[src/rtl/lspc_pkg.sv]
// Shared LSPC definitions: register word offsets, MODE bit positions and
// IRQ acknowledge bit positions used by the interrupt/timer controller.
package lspc_pkg;

    typedef enum logic [2:0] {
        LSPC_REG_MODE   = 3'd3,
        LSPC_REG_RLD_HI = 3'd4,
        LSPC_REG_RLD_LO = 3'd5,
        LSPC_REG_ACK    = 3'd6,
        LSPC_REG_TSTOP  = 3'd7
    } lspc_reg_e;

    localparam int MODE_AA_DIS    = 3;
    localparam int MODE_TIRQ_EN   = 4;
    localparam int MODE_RLD_WR    = 5;
    localparam int MODE_RLD_FRAME = 6;
    localparam int MODE_RLD_ZERO  = 7;

    localparam int ACK_RESET = 0;
    localparam int ACK_TIMER = 1;
    localparam int ACK_VBL   = 2;

endpackage

[src/rtl/lspc_timer_cnt.sv]
// Programmable raster timer counter. Loads have priority over ticking:
// write reload, then frame reload, then zero-hit reload/wrap or decrement.
module lspc_timer_cnt #(
    parameter int TIMER_W = 32
) (
    input  logic               CLK,
    input  logic               RESETP,
    input  logic               wr_ld,
    input  logic [TIMER_W-1:0] wr_val,
    input  logic               frame_ld,
    input  logic [TIMER_W-1:0] reload,
    input  logic               rld_zero,
    input  logic               tick,
    input  logic               stop,
    output logic               zero_hit,
    output logic [TIMER_W-1:0] count
);
    import lspc_pkg::*;

    logic tick_ok;

    assign tick_ok  = tick && !stop;
    assign zero_hit = tick_ok && (count == '0);

    // Counter register: loads override ticks; a zero-hit reloads or wraps.
    always_ff @(posedge CLK or negedge RESETP) begin
        if (!RESETP) begin
            count <= '0;
        end else if (wr_ld) begin
            count <= wr_val;
        end else if (frame_ld) begin
            count <= reload;
        end else if (zero_hit) begin
            count <= rld_zero ? reload : '1;
        end else if (tick_ok) begin
            count <= count - {{(TIMER_W-1){1'b0}}, 1'b1};
        end
    end

endmodule

[src/rtl/lspc_irq_timer_ctrl.sv]
// LSPC configuration and interrupt controller: MODE/RELOAD/ACK register
// decode, auto-animation controls, raster timer and the three IRQ flags.
// Optional build macro LSPC_TIMER_STOP_EN adds the TSTOP register that
// freezes the timer during PAL border lines.
module lspc_irq_timer_ctrl
    import lspc_pkg::*;
#(
    parameter int TIMER_W = 32
) (
    input  logic        CLK,
    input  logic        RESETP,
    input  logic        PCK_EN,
    input  logic        FRAME_START,
    input  logic        PAL_BORDER,
    input  logic        WR,
    input  logic [2:0]  ADDR,
    input  logic [15:0] DIN,
    output logic [7:0]  AA_SPEED,
    output logic        AA_DISABLE,
    output logic [3:0]  TIMER_MODE,
    output logic        IRQ_TIMER,
    output logic        IRQ_VBL,
    output logic        IRQ_RESET
);

    logic [15:0]        mode_q;
    logic [TIMER_W-1:0] reload_q;
    logic               wr_mode, wr_rld_hi, wr_rld_lo, wr_ack;
    logic [2:0]         ack;
    logic               zero_hit;
    logic               stop;
    logic [TIMER_W-1:0] count;

    assign wr_mode   = WR && (ADDR == LSPC_REG_MODE);
    assign wr_rld_hi = WR && (ADDR == LSPC_REG_RLD_HI);
    assign wr_rld_lo = WR && (ADDR == LSPC_REG_RLD_LO);
    assign wr_ack    = WR && (ADDR == LSPC_REG_ACK);
    assign ack       = wr_ack ? DIN[2:0] : 3'b000;

    assign AA_SPEED   = mode_q[15:8];
    assign AA_DISABLE = mode_q[MODE_AA_DIS];
    assign TIMER_MODE = mode_q[7:4];

    // MODE and RELOAD registers written from the 68k bus.
    always_ff @(posedge CLK or negedge RESETP) begin
        if (!RESETP) begin
            mode_q   <= '0;
            reload_q <= '0;
        end else begin
            if (wr_mode)
                mode_q <= DIN;
            if (wr_rld_hi)
                reload_q[TIMER_W-1:16] <= DIN[TIMER_W-17:0];
            if (wr_rld_lo)
                reload_q[15:0] <= DIN;
        end
    end

`ifdef LSPC_TIMER_STOP_EN
    logic tstop_q;

    // TSTOP register; the timer freezes only while the border is active.
    always_ff @(posedge CLK or negedge RESETP) begin
        if (!RESETP)
            tstop_q <= 1'b0;
        else if (WR && (ADDR == LSPC_REG_TSTOP))
            tstop_q <= DIN[0];
    end

    assign stop = tstop_q && PAL_BORDER;

    logic unused_bits;
    assign unused_bits = ^mode_q[2:0];
`else
    assign stop = 1'b0;

    logic unused_bits;
    assign unused_bits = ^{mode_q[2:0], PAL_BORDER};
`endif

    lspc_timer_cnt #(
        .TIMER_W (TIMER_W)
    ) u_cnt (
        .CLK      (CLK),
        .RESETP   (RESETP),
        .wr_ld    (wr_rld_lo && mode_q[MODE_RLD_WR]),
        .wr_val   ({reload_q[TIMER_W-1:16], DIN}),
        .frame_ld (FRAME_START && mode_q[MODE_RLD_FRAME]),
        .reload   (reload_q),
        .rld_zero (mode_q[MODE_RLD_ZERO]),
        .tick     (PCK_EN),
        .stop     (stop),
        .zero_hit (zero_hit),
        .count    (count)
    );

    // Pending IRQ flags: a set event in the same cycle as its ack wins.
    always_ff @(posedge CLK or negedge RESETP) begin
        if (!RESETP) begin
            IRQ_TIMER <= 1'b0;
            IRQ_VBL   <= 1'b0;
            IRQ_RESET <= 1'b1;
        end else begin
            IRQ_TIMER <= (zero_hit && mode_q[MODE_TIRQ_EN]) || (IRQ_TIMER && !ack[ACK_TIMER]);
            IRQ_VBL   <= FRAME_START || (IRQ_VBL && !ack[ACK_VBL]);
            IRQ_RESET <= IRQ_RESET && !ack[ACK_RESET];
        end
    end

endmodule

[config.mk]
export PLATFORM = sky130hd
export DESIGN_NAME = lspc_irq_timer_ctrl
export DESIGN_NICKNAME = d
export VERILOG_FILES = /design/src/rtl/lspc_pkg.sv /design/src/rtl/lspc_timer_cnt.sv /design/src/rtl/lspc_irq_timer_ctrl.sv
export SDC_FILE = /design/constraint.sdc
export NUM_CORES = 1
export LEC_CHECK = 0
export BUFFER_PORTS_ARGS = -buffer_cell sky130_fd_sc_hd__buf_2
export CELL_PAD_IN_SITES_DETAIL_PLACEMENT = 1
export CELL_PAD_IN_SITES_GLOBAL_PLACEMENT = 1
export CORE_ASPECT_RATIO = 1.1
export CORE_MARGIN = 5
export CORE_UTILIZATION = 46
export CTS_BUF_LIST = sky130_fd_sc_hd__clkbuf_16
export DETAILED_ROUTE_END_ITERATION = 10
export PLACE_DENSITY = 0.79
export SLEW_MARGIN = 20
export SYNTH_ARGS = -nofsm -noshare
export SYNTH_HDL_FRONTEND = slang
export SYNTH_SLANG_ARGS = --single-unit
[constraint.sdc]
create_clock -name CLK -period 3.5 [get_ports CLK]
set_input_delay 0.7 -clock CLK [delete_from_list [all_inputs] [get_ports CLK]]
set_output_delay 0.7 -clock CLK [all_outputs]
set_load 0.02 [all_outputs]
==> reports/qor.txt <==
WS Path Type = flip-flop to flip-flop
Gate Count Post-Synth = 470
multi-input logic area = 2260 µm²
H-tree depth = 3
DR pass1 iterations = 6
Rows = 37
fillcell total = 1,095
crit path DAT = 3.10 ns
worst-margin pin slew = 0.961 ns
initial core utilization = 47.1%
PostCTS Resize Cnt = 0
number of buffers created by CTS = 9
Worst EP required = 3.74 ns
Skew-Pair Late Insertion Delay = 0.34 ns
Critical R2R Capture = u_cnt.count[6]$_DFFE_PN0P_
Final Hold Fails = 0
initial antenna violation count = 0
RePlAce Congestion = 0.926
WL final = 15,100 µm
post-synth net total = 496
Die Ht = 113 µm
leakage power = 2.15 nW
Tot GR Track Use = 26.1%
synth unique cells = 62
Routed WL per cell = 23.9 µm
Congestion Overflow GR = 0
Via density = 6.59
register area = 2000 µm²
I/O pin cnt = 41
status = finished clean
Power Dens Cells = 678 nW/µm²
Via Count = 4,161
CP endpoint kind = flip-flop
Layout area overhead = 15.0%
count leader, synth = dfrtp_1
CTS clock-pin slew for the worst setup and hold paths = 0.06 ns
Port Buffers = 39
pin count of the biggest net entering global routing = 81
CTS tree = built
postcts setup bufs = 0
Post-synth EDFFs = 0
number of global-route vias before repair = 4,428
CTS sink count = 80
area leader, netlist = dfrtp_1
hold-fix buffer count after cts = 0
R2R depth = 5
Core Area = 9400 µm²
Register-to-Register Setup Slack = 0.63 ns
min cycle time layout = 2.87 ns
synthesized flop and latch total = 80
Worst Skew = 0.00533 ns
DRT iter0 DRCs = 435
reg2reg start = u_cnt.count[24]$_DFFE_PN0P_
n_diodes = 0
Final ANT Viol Nets = 0
die area = 11,700 µm²
share of cells above drive strength 1 = 21.8%
Die X = 104 µm
type of origin of the critical path = flip-flop
synthesized area = 4430 µm²
mean area per synthesized cell = 9.42 µm²
period utilisation layout = 81.9%
Synth Flop Type = dfrtp_1
Synth area leaders = dfrtp_1 45%, mux2_2 7.4%, nand2_1 5.8%
share of the synthesized area in the top cell type = 44.6%
Fmax achieved = 349 MHz
Rel. slew slack = 35.9%
share of flip-flops with an asynchronous set or reset = 100%
Clock Tree Buf Depth = 2
drt drc = 0
sequential area share after synthesis = 45.2%
fin nets = 535
estimated wirelength of the detail-placed design = 10,500 µm
unrepaired setup endpoints after global routing = false
power consumption = 0.00345 W
setup TNS = 0 ns
Max-Cap Viols = 0
first-pass GRT wire length = 24,200 µm
worst hold path class = primary input to asynchronous set/reset pin
final setup violation count = 0
Synth warnings = 0
Crit Path Max Fanout = 10
Worst VDD drop = 310 µV
clock root buffer = clkbuf_16
Final Max Tran Viols = 0
top cells by instance count after synthesis = 79 x dfrtp_1, 68 x nand2_1, 31 x a21oi_1
Util after Layout = 54.2%
layout make-up:
| class | count | area share [%] |
|---|---|---|
| Clock buffer | 9 | 4.42 |
| Clock inverter | 7 | 1.25 |
| Inverter | 11 | 0.811 |
| Multi-Input combinational cell | 348 | 44.4 |
| Sequential cell | 80 | 39.3 |
| Tap cell | 117 | 2.88 |
| Timing Repair Buffer | 59 | 6.91 |
kinds of logic after synthesis:
| group | synth area share, % |
|---|---|
| AND/OR/NAND/NOR | 23.2 |
| adder cells (fa/ha/maj) | 0.283 |
| multiplexers | 7.60 |
| XOR/XNOR | 2.77 |
| buffers and inverters | 4.07 |
| AO/OA/AOI/OAI | 16.8 |
| flip-flops | 45.2 |
report_power, final:
part	leakage, nW	internal (W)	switching, W
Sequential	0.961	0.00119	0.000322
Clock	0.144	0.000546	0.000390
Combinational	1.04	0.000430	0.000574
Total	2.15	0.00217	0.00129
flip-flops by register name, summed over array words and instances, names as in the netlist:
name         cells
mode_q          13
IRQ_VBL          1
IRQ_TIMER        1
reload_q        32
u_cnt.count     32
IRQ_RESET        1
how the worst max path moves through the flow:
stage | endpoint | from | cells past startpoint
detailed placement | u_cnt.count[6]$_DFFE_PN0P_ | u_cnt.count[24]$_DFFE_PN0P_ | 5
global route | u_cnt.count[13]$_DFFE_PN0P_ | u_cnt.count[10]$_DFFE_PN0P_ | 7
finish | u_cnt.count[6]$_DFFE_PN0P_ | u_cnt.count[24]$_DFFE_PN0P_ | 5
global placement | u_cnt.count[6]$_DFFE_PN0P_ | u_cnt.count[24]$_DFFE_PN0P_ | 5
floorplan | u_cnt.count[6]$_DFFE_PN0P_ | u_cnt.count[10]$_DFFE_PN0P_ | 8
CTS | u_cnt.count[6]$_DFFE_PN0P_ | u_cnt.count[24]$_DFFE_PN0P_ | 5
per-stage QoR:
step	instance area [µm²]	hold WS, ns	setup slack (ns)	instances
after floorplan	4430	0.404	0.690	470
after global placement	4800	0.460	0.693	615
after detailed placement	4800	0.469	0.675	615
after CTS	5090	0.481	0.647	631
after global routing	5090	0.471	0.463	631
final	5090	0.389	0.634	631
worst max-delay path, stage by stage, from the launching register on:
cell	delay (ns)
dfrtp_1	0.43
or4_1	0.67
or2_2	0.42
or4_4	0.67
or3_1	0.35
a31o_1	0.21
layer usage:
metal,routed length [µm],track usage (%),vias to the layer above
met5,0,0,-
met4,583,13.6,0
met3,917,3.42,50
met2,7310,43.9,180
met1,6240,32.7,2100
li1,-,-,1831
placed cells by master, fill, tap and decap left out, types with 4 or more instances in the layout:
master,n
nor3_1,16
nand4b_1,5
a221oi_1,5
buf_4,20
nor2_1,24
nor4_1,21
a211oi_1,9
nand2_1,68
or3_1,8
nor4b_1,6
a31oi_1,4
clkbuf_16,9
nand4_1,8
nand2b_1,7
dfrtp_1,79
buf_2,38
xnor2_1,8
o31ai_1,11
o21ai_0,13
nand3_1,8
a21oi_1,31
xor2_1,6
mux2_2,29
or4_1,6
inv_1,12
No activity file was read; power rests on OpenSTA's default activity.
